**src/rtl/keyboard_pkg.sv**
```systemverilog
// Shared scan-code constants, FSM state types and the parity helper for the
// PS/2 keyboard controller.
package keyboard_pkg;

    localparam logic [7:0] SC_SPACE = 8'h29;
    localparam logic [7:0] SC_LEFT  = 8'h6B;
    localparam logic [7:0] SC_RIGHT = 8'h74;
    localparam logic [7:0] SC_EXT   = 8'hE0;
    localparam logic [7:0] SC_BRK   = 8'hF0;

    typedef enum logic [1:0] {
        RX_IDLE,
        RX_DATA,
        RX_PARITY,
        RX_STOP
    } rx_state_e;

    typedef enum logic [1:0] {
        DEC_IDLE,
        DEC_EXT,
        DEC_BRK,
        DEC_EXT_BRK
    } dec_state_e;

    // Odd parity: the data bits plus the parity bit carry an odd number of ones.
    function automatic logic odd_parity_ok(input logic [7:0] data, input logic par);
        return ^{data, par};
    endfunction

endpackage

```
**src/rtl/ps2_rx.sv**
```systemverilog
// PS/2 frame receiver: input synchronizers, falling-edge detect, 11-bit frame
// FSM and an inter-bit timeout that abandons stalled frames.
module ps2_rx
    import keyboard_pkg::*;
#(
    parameter int unsigned CLK_HZ     = 65_000_000,
    parameter int unsigned TIMEOUT_US = 200
) (
    input  logic       clk,
    input  logic       rst,
    input  logic       ps2_clk,
    input  logic       ps2_data,
    output logic [7:0] rx_byte,
    output logic       rx_valid,
    output logic       rx_err
);

    localparam longint unsigned TIMEOUT_CYC =
        (longint'(TIMEOUT_US) * longint'(CLK_HZ)) / 64'd1_000_000;
    localparam int CNT_W = (TIMEOUT_CYC < 2) ? 1 : $clog2(TIMEOUT_CYC + 1);
    localparam logic [CNT_W-1:0] TMO_LAST = CNT_W'(TIMEOUT_CYC - 1);

    // [0],[1] synchronize ps2_clk; [2] is the delayed copy for edge detection.
    logic [2:0]       clk_sync_q;
    logic [1:0]       data_sync_q;
    rx_state_e        state_q, state_d;
    logic [2:0]       bit_cnt_q, bit_cnt_d;
    logic [7:0]       shift_q, shift_d;
    logic             par_q, par_d;
    logic [CNT_W-1:0] tmo_cnt_q, tmo_cnt_d;
    logic [7:0]       byte_q, byte_d;
    logic             valid_q, valid_d;
    logic             err_q, err_d;
    logic             fall;
    logic             data_s;

    assign fall   = clk_sync_q[2] & ~clk_sync_q[1];
    assign data_s = data_sync_q[1];

    always_ff @(posedge clk or negedge rst) begin
        if (!rst) begin
            clk_sync_q  <= '1;
            data_sync_q <= '1;
            state_q     <= RX_IDLE;
            bit_cnt_q   <= '0;
            shift_q     <= '0;
            par_q       <= 1'b0;
            tmo_cnt_q   <= '0;
            byte_q      <= '0;
            valid_q     <= 1'b0;
            err_q       <= 1'b0;
        end else begin
            clk_sync_q  <= {clk_sync_q[1:0], ps2_clk};
            data_sync_q <= {data_sync_q[0], ps2_data};
            state_q     <= state_d;
            bit_cnt_q   <= bit_cnt_d;
            shift_q     <= shift_d;
            par_q       <= par_d;
            tmo_cnt_q   <= tmo_cnt_d;
            byte_q      <= byte_d;
            valid_q     <= valid_d;
            err_q       <= err_d;
        end
    end

    always_comb begin
        state_d   = state_q;
        bit_cnt_d = bit_cnt_q;
        shift_d   = shift_q;
        par_d     = par_q;
        tmo_cnt_d = '0;
        byte_d    = byte_q;
        valid_d   = 1'b0;
        err_d     = 1'b0;

        // Gap counter only runs mid-frame and restarts on every edge.
        if (state_q != RX_IDLE && !fall) begin
            if (tmo_cnt_q == TMO_LAST) begin
                state_d = RX_IDLE;
            end else begin
                tmo_cnt_d = tmo_cnt_q + 1'b1;
            end
        end

        if (fall) begin
            case (state_q)
                RX_IDLE: begin
                    if (!data_s) begin
                        state_d   = RX_DATA;
                        bit_cnt_d = '0;
                    end
                end
                RX_DATA: begin
                    shift_d   = {data_s, shift_q[7:1]};
                    bit_cnt_d = bit_cnt_q + 3'd1;
                    if (bit_cnt_q == 3'd7) begin
                        state_d = RX_PARITY;
                    end
                end
                RX_PARITY: begin
                    par_d   = data_s;
                    state_d = RX_STOP;
                end
                RX_STOP: begin
                    state_d = RX_IDLE;
                    if (data_s && odd_parity_ok(shift_q, par_q)) begin
                        valid_d = 1'b1;
                        byte_d  = shift_q;
                    end else begin
                        err_d = 1'b1;
                    end
                end
                default: state_d = RX_IDLE;
            endcase
        end
    end

    assign rx_byte  = byte_q;
    assign rx_valid = valid_q;
    assign rx_err   = err_q;

endmodule

```
**src/rtl/keyboard_ctl.sv**
```systemverilog
// PS/2 keyboard controller: decodes make/break (and E0-extended) scan codes
// into held-key levels for space, left arrow and right arrow.
module keyboard_ctl
    import keyboard_pkg::*;
#(
    parameter int unsigned CLK_HZ     = 65_000_000,
    parameter int unsigned TIMEOUT_US = 200
) (
    input  logic       clk,
    input  logic       rst,
    input  logic       ps2_clk,
    input  logic       ps2_data,
    output logic       key_space,
    output logic       key_left,
    output logic       key_right,
    output logic [7:0] rx_byte,
    output logic       rx_valid,
    output logic       rx_err
);

    dec_state_e dec_state_q, dec_state_d;
    logic       space_q, space_d;
    logic       left_q, left_d;
    logic       right_q, right_d;

    ps2_rx #(
        .CLK_HZ     (CLK_HZ),
        .TIMEOUT_US (TIMEOUT_US)
    ) u_rx (
        .clk      (clk),
        .rst      (rst),
        .ps2_clk  (ps2_clk),
        .ps2_data (ps2_data),
        .rx_byte  (rx_byte),
        .rx_valid (rx_valid),
        .rx_err   (rx_err)
    );

    always_ff @(posedge clk or negedge rst) begin
        if (!rst) begin
            dec_state_q <= DEC_IDLE;
            space_q     <= 1'b0;
            left_q      <= 1'b0;
            right_q     <= 1'b0;
        end else begin
            dec_state_q <= dec_state_d;
            space_q     <= space_d;
            left_q      <= left_d;
            right_q     <= right_d;
        end
    end

    always_comb begin
        dec_state_d = dec_state_q;
        space_d     = space_q;
        left_d      = left_q;
        right_d     = right_q;

        if (rx_err) begin
            dec_state_d = DEC_IDLE;
        end else if (rx_valid) begin
            case (rx_byte)
                SC_EXT: begin
                    // E0 after a plain F0 starts a fresh extended sequence.
                    if (dec_state_q != DEC_EXT_BRK) begin
                        dec_state_d = DEC_EXT;
                    end
                end
                SC_BRK: begin
                    if (dec_state_q == DEC_EXT || dec_state_q == DEC_EXT_BRK) begin
                        dec_state_d = DEC_EXT_BRK;
                    end else begin
                        dec_state_d = DEC_BRK;
                    end
                end
                default: begin
                    dec_state_d = DEC_IDLE;
                    case (dec_state_q)
                        DEC_IDLE: if (rx_byte == SC_SPACE) space_d = 1'b1;
                        DEC_BRK:  if (rx_byte == SC_SPACE) space_d = 1'b0;
                        DEC_EXT: begin
                            if (rx_byte == SC_LEFT)  left_d  = 1'b1;
                            if (rx_byte == SC_RIGHT) right_d = 1'b1;
                        end
                        DEC_EXT_BRK: begin
                            if (rx_byte == SC_LEFT)  left_d  = 1'b0;
                            if (rx_byte == SC_RIGHT) right_d = 1'b0;
                        end
                        default: ;
                    endcase
                end
            endcase
        end
    end

    assign key_space = space_q;
    assign key_left  = left_q;
    assign key_right = right_q;

endmodule

```
**config.mk**
```make
export PLATFORM = sky130hd
export DESIGN_NAME = keyboard_ctl
export DESIGN_NICKNAME = d
export VERILOG_FILES = /design/src/rtl/keyboard_pkg.sv /design/src/rtl/ps2_rx.sv /design/src/rtl/keyboard_ctl.sv
export SDC_FILE = /design/constraint.sdc
export NUM_CORES = 1
export LEC_CHECK = 0
export ABC_AREA = 1
export CORE_ASPECT_RATIO = 2
export CORE_MARGIN = 8
export CORE_UTILIZATION = 30
export CTS_CLUSTER_DIAMETER = 50
export CTS_CLUSTER_SIZE = 24
export DETAILED_ROUTE_END_ITERATION = 8
export PLACE_DENSITY = 0.56
export SKIP_LAST_GASP = 1
export SYNTH_ARGS = -nofsm -noshare
export SYNTH_HDL_FRONTEND = slang
export SYNTH_SLANG_ARGS = --single-unit
```
**constraint.sdc**
```tcl
create_clock -name clk -period 1.7 [get_ports clk]
set_clock_uncertainty 0.1 [all_clocks]
set_input_delay 0.255 -clock clk [delete_from_list [all_inputs] [get_ports clk]]
set_output_delay 0.255 -clock clk [all_outputs]
set_load 0.02 [all_outputs]
```
Yosys cells after proc, flatten, opt, wreduce, memory -nomap -nowiden

Cells that the tools add are included.

Output and inout bits: 13
Word-level logic and storage cells: 93
Flip-flop bits (word level): 48

Equality and inequality tests: 22
Muxes and demuxes: 30
Reduce and logical (&&, ||, !) cells: 21
Add/subtract/negate cells: 2
Bitwise operators: 4

Operators by type and width:

| cell                    | count |
|---|---|
| $mux W14                | 2 |
| $reduce_and A6 Y1       | 3 |
| $eq A8 B7 Y1 const B    | 2 |
| $eq A8 B8 Y1 const B    | 2 |
| $mux W2                 | 8 |
| $add A14 B1 Y14 const B | 1 |
| $eq A14 B14 Y1 const B  | 1 |
| $mux W1                 | 13 |
| $reduce_bool A2 Y1      | 5 |
| $reduce_xor A9 Y1       | 1 |
| $eq A2 B2 Y1 const B    | 4 |
| $eq A8 B6 Y1 const B    | 1 |
| $ne A2 B1 Y1 const B    | 4 |
| $ne A2 B2 Y1 const B    | 4 |
| $pmux W2 S4             | 1 |
| $pmux W1 S2             | 3 |
| $pmux W3 S2             | 1 |
| $reduce_and A2 Y1       | 3 |
| $reduce_and A3 Y1       | 2 |
| $eq A2 B1 Y1 const B    | 2 |
| $logic_not A2 Y1        | 2 |
| $pmux W2 S2             | 1 |
| $add A3 B1 Y3 const B   | 1 |
| $eq A3 B3 Y1 const B    | 1 |
| other kinds (8)         | 11 |

Longest topological paths before layout

Gate-level depths: netlist (run 1).

Depth in word-level cells: 8
Depth in mapped cells: 12

Cells and area by module

From an unflattened synthesis (run 1), not the netlist that was laid out.

Cells, all modules: 326
Area total of the unflattened synthesis: 2,516.2 sq um

By module, submodules not included:

| module       | cells each | area each (sq um) | instances | sequential area each (sq um) |
|---|---|---|---|---|
| ps2_rx       | 253        | 2,089.5           | 1         | 1,082.3 |
| keyboard_ctl | 73         | 426.7             | 1         | 125.1 |

Worst setup path before layout (run 1)

Ideal clock, no wire load.

Kind: flip-flop to flip-flop
Start point: reg u_rx.byte_q[1], in the netlist u_rx.rx_byte[1]
End point: reg right_q, in the netlist key_right
Stages on the path, launching flop included: 10
Path slack: 0.178 ns
Setup time: 0.113 ns
Data arrival time: 1.309 ns
Data required time: 1.487 ns
Cells stage by stage: dfrtp_1 -> nor2_1 -> inv_2 -> nor3_2 -> nand2_1 -> nand2_1 -> inv_2 -> a21o_1 -> nand2_1 -> inv_1

Longest elaborated chain between the ends: 4
Elaborated cells between the ends (all ways): 8
Those cells by class: eq/ne: 5; bitwise: 1; reduce/logical: 2

RTL lines:

| item                                 | line               | source |
|---|---|---|
| start: declaration                   | ps2_rx.sv:31       | `logic [7:0] byte_q, byte_d;` |
| start signal: assignment             | ps2_rx.sv:60       | `byte_q <= byte_d;` |
| $eq A8 B8 Y1                         | keyboard_ctl.sv:62 | `case (rx_byte)` |
| $reduce_or A2 Y1 (no source line)    | -                  |  |
| $not A1 Y1 (no source line)          | -                  |  |
| $reduce_and A6 Y1 (no source line) * | -                  |  |
| end signal: assignment               | keyboard_ctl.sv:49 | `right_q <= right_d;` |
| end: declaration                     | keyboard_ctl.sv:24 | `logic right_q, right_d;` |

Every way passes the cells marked *; elsewhere a longest branch is shown, timed or not.
A chain may end at the register's enable or synchronous reset.

Worst setup path in the final report (run 1)

Start point: reg u_rx.tmo_cnt_q[0]
End point: reg u_rx.tmo_cnt_q[10]

Longest elaborated chain between the ends: 3
Elaborated cells between the ends (all ways): 4
Those cells by class: add/sub: 1; eq/ne: 1; mux: 2

RTL lines:

| item                                              | line                       | source |
|---|---|---|
| start: declaration                                | ps2_rx.sv:30               | `logic [CNT_W-1:0] tmo_cnt_q, tmo_cnt_d;` |
| start signal: assignment                          | ps2_rx.sv:59               | `tmo_cnt_q <= tmo_cnt_d;` |
| $add A14 B1 Y14 or $eq A14 B14 Y1 (tied branches) | ps2_rx.sv:81, ps2_rx.sv:78 |  |
| $mux W14 *                                        | ps2_rx.sv:78               | `if (tmo_cnt_q == TMO_LAST) begin` |
| $mux W14 *                                        | ps2_rx.sv:77               | `if (state_q != RX_IDLE && !fall) begin` |
| net u_rx.tmo_cnt_d[10]                            | ps2_rx.sv:30               |  |

Mark *: on every way through the listed nets, which the timed path passes. The rest lies on a longest branch.

==> qor.txt, run 1 <==
IR drop worst, VDD -> 0.663 mV
vias -> 2115
routability cong. -> 0.854
Hold Crit Start -> u_rx.data_sync_q[0]$_DFF_PN1_
reg2reg start -> u_rx.tmo_cnt_q[0]$_DFF_PN0_
Clock Latency Late Sink -> 0.29 ns
Layout area overhead -> 23.1%
port bufs -> 16
ANT nets after route -> 0
number of synthesis warnings -> 0
first-pass GRT wire length -> 9160 um
cell area after synthesis -> 2480 um2
clock sinks -> 48
fill cell count -> 836
# IOs -> 17
Multi-input gate area -> 1160 um2
leak pwr -> 1.51 nW
hold_ws -> 0.252 ns
vias in the first global route -> 2084
proportion of layout cells with a drive suffix above 1 -> 16.7%
Setup crit end -> u_rx.tmo_cnt_q[10]$_DFF_PN0_
Die X -> 80.4 um
initial antenna violation count -> 0
crit path time final -> 1.67 ns
FMAX -> 599 MHz
DIE HEIGHT -> 145 um
GRT Overall Usage -> 10.1%
Pwr Density -> 848 nW/um2
Req. time, crit path -> 1.78 ns
Synth Register Bits -> 48
Total Neg Setup Slack -> 0 ns
post-synth top area cell -> dfrtp_1
Remaining DRCs -> 0
number of placement rows -> 47
Critical R2R Capture -> u_rx.tmo_cnt_q[10]$_DFF_PN0_
Mean Syn Cell Area -> 8.09 um2
Sequential cell area -> 1210 um2
Final period util -> 98.2%
Synth cell types -> 33
worst reg2reg setup slack -> 0.03 ns
CP startpoint kind -> register
Syn Nets -> 314
Hold Path Depth -> 0
final WL -> 5720 um
CP arrival -> 1.75 ns
Worst-path clk slew -> 0.06 ns
Crit. Startpoint -> u_rx.tmo_cnt_q[0]$_DFF_PN0_
Slew Limit Fails -> 0
DRT iter0 DRCs -> 73
final hold vios -> 0
HP Class -> register to register
kind of critical path -> register to register
final setup fails -> 0
NumNets Final -> 348
hpwl dp -> 4250 um
router iterations before antenna repair -> 4
CP Capture Type -> register
Inserted Diodes -> 0
CTS root buf -> clkbuf_16
Die ar. -> 11600 um2
Seq/Total Area, Yosys -> 48.6%
Pwr Total -> 2.60 mW
Place WS -> 0.0432 ns
top post-synthesis cells by area -> dfrtp_1 43%, nand2_1 13%, inv_1 5.6%
CTS buffer count -> 5
clock buffer depth -> 2
Slew headroom -> 63.4%
status -> finished clean
CTS tree -> done
# H-tree levels -> 2
share of the synthesized area in the top cell type -> 43.3%
Placed Area -> 2810 um2
drt wl/cell -> 13.0 um
Syn Inst Count -> 307
Slew @ Worst Pin -> 0.549 ns
Max Fanout on Critical Path -> 8
RSZ-0062 raised after global routing -> true
gr ovfl total -> 0
Initial Utilization -> 30.4%
Max Cap Viol -> 0
drt via density -> 4.81
post-route cell area -> 3060 um2
Worst Reg-to-Reg Cells -> 7
Final WS setup -> 0.0310 ns
Core Region -> 8170 um2
largest net degree at the start of global routing -> 25
[state kept, by name (all words and copies together), names as in the netlist]
name	count
u_rx.rx_valid	1
u_rx.tmo_cnt_q	14
key_right	1
u_rx.rx_byte	8
u_rx.shift_q	8
u_rx.state_q	2
u_rx.bit_cnt_q	3
dec_state_q	2
u_rx.rx_err	1
u_rx.data_sync_q	2
u_rx.par_q	1
u_rx.clk_sync_q	3
key_left	1
key_space	1
[critical path, cell delays in order, from the launching register on]
cell     delay, ns
dfrtp_1       0.41
ha_4          0.18
nand2_4       0.06
nor3_1        0.23
nand3_1       0.13
nand2_1       0.27
nor2_1        0.07
o21a_1        0.11
[Yosys cell counts (all sizes together)]
library cell  number
a21o               1
a21oi              6
a22o               2
a31oi              2
buf                3
clkbuf             1
dfrtp             43
dfstp              5
ha                 3
inv               42
nand2             86
nand3             22
nand3b             2
nand4             14
nor2              38
nor3               8
nor3b              4
nor4               5
o21a               2
o21ai             13
o22ai              1
o311ai             1
xor2               3
[logic make-up (layout without fill, tap and decap cells)]
logic type               after synthesis  after routing  synth area share (%)
flip-flops                            48             48                  48.6
AO/OA/AOI/OAI                         28             28                  6.70
XOR/XNOR                               3              3                  1.06
buffers and inverters                 46             80                  7.10
adder cells (fa/ha/maj)                3              3                  1.51
AND/OR/NAND/NOR                      179            180                  35.0
[stage by stage]
step,instances,utilization (%)
6_report,440,37.4
5_1_grt,440,37.4
4_1_cts,435,36.2
3_5_place_dp,426,34.4
3_3_place_gp,426,34.4
2_1_floorplan,307,-
[cell usage in the layout, fill, tap and decap left out, types with 2 or more instances in the layout]
cell and count:
buf_4 13, nand3b_1 2, clkbuf_16 5, clkdlybuf4s50_1 7, nor2_2 5, nor3b_1 3, inv_2 5, ha_1 2
nand2_1 80, a31oi_1 2, nand3_1 18, dfstp_2 5, dlygate4sd2_1 6, nand3_2 3, dlymetal6s2s_1 2, nor3_1 5
nand4_1 13, a22o_1 2, nand2_4 2, clkbuf_1 2, nand2_2 4, dfrtp_1 42, nor2_1 30, nor4_1 5
xor2_1 3, nor2_4 3, nor3_2 2, o21ai_0 13, inv_1 37, a21oi_1 5, o21a_1 2
[per-layer routing]
metal  part of all wire, %  vias to the layer above  track usage, %  wire length [um]
met2                    57                       31            19.3              3240
met4                   3.4                        0            5.31               192
li1                      -                     1067               -                 -
met5                     0                        -               0                 0
met3                   3.4                       13            2.66               197
met1                    37                     1004            9.01              2090
[final cells by class]
class,instances,share of cell area [%]
clock buffer,8,4.79
inverter,42,5.15
multi-input combinational,214,38.0
sequential,48,39.5
tap,98,4.01
timing repair buffer,30,8.51
[report_power, final]
part           internal [mW]  leakage [nW]  switching (mW)  total [mW]
Combinational          0.121         0.790           0.238       0.358
Clock                  0.587        0.0712           0.401       0.988
Sequential              1.20         0.646          0.0519        1.25
[worst min path at each step]
stage	slack, ns	to
after floorplan	-0.14	dec_state_q[0]$_DFFE_PN0P_
after global placement	0.18	key_space$_DFFE_PN0P_
after detailed placement	0.18	key_space$_DFFE_PN0P_
after CTS	0.25	u_rx.data_sync_q[1]$_DFF_PN1_
after global routing	0.26	u_rx.clk_sync_q[1]$_DFF_PN1_
final	0.25	u_rx.data_sync_q[1]$_DFF_PN1_
[what timing repair did]
action,4_1_cts,5_1_grt
setup endpoints to repair,6,18
gates resized for setup,6,15
setup buffers,0,4
pin swaps,0,5
hold endpoints to repair,16,0
hold buffers,1,0
gates cloned,0,1
Note: power is estimated with default switching activity, not from simulation.
==> run 2, diff against run 1 <==
Settings changed: DONT_BUFFER_PORTS set to 1, PLACE_DENSITY 0.56 to 0.54, TNS_END_PERCENT set to 30.
==> qor.txt, run 2 (same netlist as run 1, synthesis figures left out) <==
reg2reg start -> u_rx.tmo_cnt_q[1]$_DFF_PN0_
DRT iter0 DRCs -> 137 (+88%)
DP Cell Count -> 415 (-2.6%)
commonest non-fill, non-tap cells in the layout -> 78 x nand2_1, 40 x dfrtp_1, 36 x inv_1
Sequential cell area -> 1210 um2 (+0.21%)
FMAX -> 627 MHz (+4.7%)
Final period util -> 93.8% (-4.4 points)
CTS buffer count -> 5 (unchanged)
gr ovfl total -> 0 (unchanged)
Pwr Density -> 901 nW/um2 (+6.2%)
hold_ws -> 0.255 ns (+0.00319 ns)
hpwl dp -> 4410 um (+3.7%)
commonest non-fill, non-tap cell in the layout -> nand2_1
Clk pwr share -> 40.4% (+2.3 points)
proportion of layout cells with a drive suffix above 1 -> 20.5% (+3.8 points)
port bufs -> 0 (-16)
Initial Utilization -> 30.4% (unchanged)
switching part of the total -> 26.1% (-0.49 points)
Slew headroom -> 72.2% (+8.8 points)
CTS root buf -> clkbuf_16
number of placement rows -> 47 (unchanged)
Switch Pwr -> 0.715 mW (+3.5%)
Max Cap Viol -> 0 (unchanged)
Critical Path Max Stage Delay -> 0.40 ns (about the same)
Metal-1 WL -> 2020 um (-3.3%)
Crit-path slowest cell -> dfrtp_1
met2 wire length -> 3370 um (+4.0%)
drt wl/cell -> 13.5 um (+3.5%)
initial antenna violation count -> 0 (unchanged)
Multi-input gate area -> 1170 um2 (+0.32%)
final hold vios -> 0 (unchanged)
# IOs -> 17 (unchanged)
router iterations before antenna repair -> 4 (unchanged)
top routing layer in use -> met4
CP Capture Type -> register
post-route cell area -> 3040 um2 (-0.70%)
Inserted Diodes -> 0 (unchanged)
Remaining DRCs -> 0 (unchanged)
Hold Path End -> u_rx.clk_sync_q[1]$_DFF_PN1_
vias in the first global route -> 2144 (+2.9%)
Critical R2R Capture -> u_rx.tmo_cnt_q[12]$_DFF_PN0_
Die ar. -> 11600 um2 (unchanged)
clock buffer depth -> 2 (unchanged)
Worst Reg-to-Reg Cells -> 9 (+2)
final non-filler cell total -> 435 (-1.1%)
Slew Limit Fails -> 0 (unchanged)
number of flip-flops under the largest register name -> 14 (unchanged)
vias -> 2123 (+0.38%)
ANT nets after route -> 0 (unchanged)
cell family with most CP delay -> simple AND/OR/NAND/NOR gates
Req. time, crit path -> 1.78 ns (about the same)
fin util -> 37.2% (-0.26 points)
power share of the combinational group -> 14.2% (+0.4 points)
CP arrival -> 1.67 ns (-0.08 ns)
RSZ-0062 raised after global routing -> true
crit path time final -> 1.59 ns (-0.0753 ns)
first-pass GRT wire length -> 9580 um (+4.6%)
Max Fanout on Critical Path -> 5 (-3)
status -> finished clean
Core Region -> 8170 um2 (unchanged)
Crit path depth -> 9 (+2)
DIE HEIGHT -> 145 um (unchanged)
largest register by flop count -> u_rx.tmo_cnt_q
sequential power share -> 45.4% (-2.7 points)
HP Class -> register to register
Worst-path clk slew -> 0.06 ns (about the same)
Place WS -> 0.0151 ns (-0.0282 ns)
Die X -> 80.4 um (unchanged)
worst reg2reg setup slack -> 0.11 ns (+0.08 ns)
IR drop worst, VDD -> 0.534 mV (-19%)
NumNets Final -> 343 (-1.4%)
routability cong. -> 0.906 (+6.2%)
Cell Chain, Critical Path -> ha_4 > nand2_2 > nor2_4 > nand3_2 > nor2_4 > nand3_4 > nor2_1 > nor2_1 > o21a_1
CP startpoint kind -> register
Clock Latency Late Sink -> 0.29 ns (about the same)
fill cell count -> 841 (+0.60%)
final setup fails -> 0 (unchanged)
final WL -> 5860 um (+2.3%)
Placed Area -> 2690 um2 (-4.2%)
clock sinks -> 48 (unchanged)
kind of critical path -> register to register
GRT Overall Usage -> 10.5% (+0.42 points)
buffers plus inverters on the worst setup path -> 0 (unchanged)
Routed met3 length -> 259 um (+31%)
Hold Path Depth -> 0 (unchanged)
Slew @ Worst Pin -> 0.413 ns (-0.136 ns)
leak pwr -> 1.43 nW (-5.1%)
Hold Crit Start -> u_rx.clk_sync_q[0]$_DFF_PN1_
drt via density -> 4.88 (+1.5%)
CTS tree -> done
Internal Power -> 2.02 mW (+6.2%)
Final WS setup -> 0.106 ns (+0.0753 ns)
Layout area overhead -> 22.3%
# H-tree levels -> 2 (unchanged)
largest net degree at the start of global routing -> 49 (+96%)
==> run 2: power by group through the flow <==
| stage | logic, mW | registers (mW) | clock network [mW] |
|---|---|---|---|
| after floorplan | 0.222 | 1.25 | 0 |
| after global placement | 0.274 | 1.26 | 0 |
| after detailed placement | 0.281 | 1.27 | 0 |
| after CTS | 0.320 | 1.25 | 1.14 |
| after global routing | 0.451 | 1.25 | 1.20 |
| final | 0.388 | 1.24 | 1.11 |
==> run 2: per-layer routing <==
metal  GRT usage [%]  up-vias
met5               0        -
met4            5.69        0
met3            2.78       17
met2            20.1       49
met1            9.36      997
li1                -     1060
==> run 2: worst max path at each step <==
stage | from | endpoint
final | u_rx.tmo_cnt_q[1]$_DFF_PN0_ | u_rx.tmo_cnt_q[12]$_DFF_PN0_
after global routing | u_rx.tmo_cnt_q[0]$_DFF_PN0_ | u_rx.tmo_cnt_q[9]$_DFF_PN0_
after CTS | u_rx.tmo_cnt_q[0]$_DFF_PN0_ | u_rx.tmo_cnt_q[12]$_DFF_PN0_
after detailed placement | u_rx.tmo_cnt_q[0]$_DFF_PN0_ | u_rx.tmo_cnt_q[12]$_DFF_PN0_
after global placement | u_rx.tmo_cnt_q[0]$_DFF_PN0_ | u_rx.tmo_cnt_q[12]$_DFF_PN0_
after floorplan | u_rx.rx_byte[1]$_DFFE_PN0P_ | key_right$_DFFE_PN0P_
==> run 2: layout make-up <==
type	instances	share of cell area [%]
inverter	42	5.19
tap	98	4.04
multi-input combinational	214	38.4
timing repair buffer	25	7.08
sequential	48	39.9
clock buffer	6	4.24
clock inverter	2	1.15
==> run 2: worst register-to-register path, stage by stage, from the launching register on <==
cell and delay [ns]:
dfrtp_1 0.40, ha_4 0.16, nand2_2 0.08, nor2_4 0.15, nand3_2 0.09, nor2_4 0.15
nand3_4 0.10, nor2_1 0.10, nor2_1 0.05, o21a_1 0.10
==> run 2: metrics by stage <==
stage | power [mW] | TNS, ns
final | 2.74 | 0
after global routing | 2.90 | -0.0413
after CTS | 2.71 | 0
after detailed placement | 1.55 | 0
after global placement | 1.54 | 0
after floorplan | 1.48 | 0
==> run 2: repair_timing <==
action                                 4_1_cts  5_1_grt
hold buffers                                 4        0
endpoints found under the hold margin       50        0
gates resized for setup                      0       16
setup buffers                                0        7
setup endpoints to repair                    0       19
==> run 3, diff against run 2 <==
Settings changed: CORE_UTILIZATION 30 to 49, HOLD_SLACK_MARGIN set to 0.06, PLACE_DENSITY 0.54 to 0.74, SETUP_SLACK_MARGIN set to 0.4.
==> qor.txt, run 3 (same netlist as run 1, synthesis figures left out) <==
Slew Limit Fails -> 0 (unchanged)
Slew @ Worst Pin -> 0.366 ns (-0.0470 ns)
CP most frequent cell -> nand2_1
CP startpoint kind -> register
Layout area overhead -> 32.6%
kind of critical path -> register to register
hpwl dp -> 4240 um (-3.7%)
largest net degree at the start of global routing -> 49 (unchanged)
CTS buffer count -> 5 (unchanged)
Initial Utilization -> 51.1% (+21 points)
Req. time, crit path -> 1.80 ns (+0.02 ns)
Final WS setup -> 0.0656 ns (-0.0407 ns)
Max Fanout on Critical Path -> 5 (unchanged)
# H-tree levels -> 2 (unchanged)
Critical Path Max Stage Delay -> 0.43 ns (+0.03 ns)
clock sinks -> 48 (unchanged)
Crit-path slowest cell -> dfrtp_1
cell family with most CP delay -> simple AND/OR/NAND/NOR gates
Core Region -> 4860 um2 (-40%)
hold_ws -> -0.468 ns (-0.724 ns)
Total Neg Setup Slack -> 0 ns (unchanged)
final WL -> 7110 um (+21%)
IR drop worst, VDD -> 0.600 mV (+12%)
port bufs -> 0 (unchanged)
buffers plus inverters on the worst setup path -> 1 (+1)
routability cong. -> 0.866 (-4.4%)
CP arrival -> 1.73 ns (+0.06 ns)
violated checks -> negative hold slack
drt via density -> 5.69 (+17%)
CTS tree -> done
number of flip-flops under the largest register name -> 14 (unchanged)
DRT iter0 DRCs -> 109 (-20%)
Max Cap Viol -> 0 (unchanged)
proportion of layout cells with a drive suffix above 1 -> 42.3% (+22 points)
FMAX -> 612 MHz (-2.5%)
Pwr Density -> 767 nW/um2 (-15%)
CP Capture Type -> register
status -> finished, violations left
fill cell count -> 391 (-54%)
gr ovfl total -> 0 (unchanged)
# IOs -> 17 (unchanged)
Inserted Diodes -> 0 (unchanged)
first-pass GRT wire length -> 10300 um (+7.6%)
Cell Chain, Critical Path -> inv_2 > nand2_1 > nand2_1 > nand2_2 > nand2_4 > nand2_4 > nand2_2 > nand2_4 > nand4_4 > nand2_1 > nand2_1
drt wl/cell -> 17.3 um (+28%)
DIE HEIGHT -> 117 um (-19%)
Hold Buf Count CTS -> 2 (-2)
commonest non-fill, non-tap cells in the layout -> 57 x nand2_1, 36 x buf_4, 35 x dfrtp_1
RSZ-0062 raised after global routing -> true
HP Class -> primary input to asynchronous set/reset pin
Die X -> 66.4 um (-17%)
vias -> 2343 (+10%)
Final period util -> 96.1% (+2.4 points)
crit path time final -> 1.63 ns (+0.0407 ns)
vias in the first global route -> 2332 (+8.8%)
GRT Overall Usage -> 17.2% (+6.7 points)
Slew headroom -> 75.6% (+3.4 points)
Clock Latency Late Sink -> 0.30 ns (about the same)
clock buffer depth -> 2 (unchanged)
CTS root buf -> clkbuf_8
leak pwr -> 1.53 nW (+7.3%)
Die ar. -> 7740 um2 (-33%)
commonest non-fill, non-tap cell in the layout -> nand2_1
Remaining DRCs -> 0 (unchanged)
NumNets Final -> 361 (+5.2%)
ANT nets after route -> 0 (unchanged)
Place WS -> 0.0238 ns (+0.00879 ns)
Multi-input gate area -> 1420 um2 (+21%)
largest register by flop count -> u_rx.tmo_cnt_q
router iterations before antenna repair -> 6 (+2)
final hold vios -> 48 (+48)
number of placement rows -> 36 (-23%)
final setup fails -> 0 (unchanged)
initial antenna violation count -> 0 (unchanged)
Worst-path clk slew -> 0.09 ns (+0.03 ns)
Sequential cell area -> 1220 um2 (+0.52%)
-- run 3: cell types whose count changed in the layout (fill, tap and decap cells not counted), moves of 6 or more --
cell      delta
nand2_2     +15
nor2_4       +6
nand3_1      -7
buf_4       +15
inv_1       -12
nand2_4      +7
clkbuf_8     +6
inv_2       +12
nand2_1     -21
nor2_1       -9
-- run 3: repair_timing --
item,in CTS,in global routing
resized for setup,24,70
endpoints found under the setup margin,41,45
endpoints found under the hold margin,50,48
pin swaps,14,30
cloned,1,1
setup buffers,14,14
-- run 3: metrics by stage --
stage               util [%]  total power, mW  instances  instance area [um2]  hold slack (ns)
global route            67.7             2.64        412                 3300           -0.487
floorplan                  -             1.48        307                 2500           -0.141
detailed placement      54.3             1.54        372                 2640           -0.139
global placement        54.3             1.53        372                 2640           -0.139
CTS                     61.1             2.36        397                 2970           -0.477
finish                  67.7             2.53        412                 3300           -0.468
-- run 3: worst paths after layout --
check / from / end / slack (ns) / cells past startpoint
max: u_rx.shift_q[3]$_DFFE_PN0P_ / u_rx.rx_byte[3]$_DFFE_PN0P_ / 0.07 / 11
min: rst / u_rx.rx_byte[0]$_DFFE_PN0P_ / -0.47 / 0
max reg2reg: u_rx.shift_q[3]$_DFFE_PN0P_ / u_rx.rx_byte[3]$_DFFE_PN0P_ / 0.07 / 11
min reg2reg: u_rx.data_sync_q[0]$_DFF_PN1_ / u_rx.data_sync_q[1]$_DFF_PN1_ / 0.26 / 0
max in group asynchronous: rst / u_rx.clk_sync_q[2]$_DFF_PN1_ / 1.77 / 0
min in group clk: u_rx.data_sync_q[0]$_DFF_PN1_ / u_rx.data_sync_q[1]$_DFF_PN1_ / 0.26 / 0
-- run 3: where the power goes --
part           total, mW  internal, mW  switching (mW)  leakage (nW)
combinational      0.552         0.204           0.349         0.857
clock              0.727         0.330           0.397        0.0434
sequential          1.25          1.20          0.0530         0.634
total               2.53          1.73           0.799          1.53
-- run 3: area by class of cell --
| cell class | count | area share [%] |
|---|---|---|
| multi-input cells | 215 | 43.0 |
| flip-flops and latches | 48 | 36.9 |
| repair buffers | 42 | 10.2 |
| inverters | 42 | 4.78 |
| clock buffers | 6 | 2.51 |
| well taps | 57 | 2.16 |
| clock inverters | 2 | 0.456 |
-- run 3: metal layers --
layer  vias up  part of all wire, %  global-route usage, %
met4         0                  6.8                   14.8
met2        83                   57                   31.4
met3        47                  4.4                   3.46
li1       1092                    -                      -
met1      1121                   32                   15.2
met5         -                    0                      0
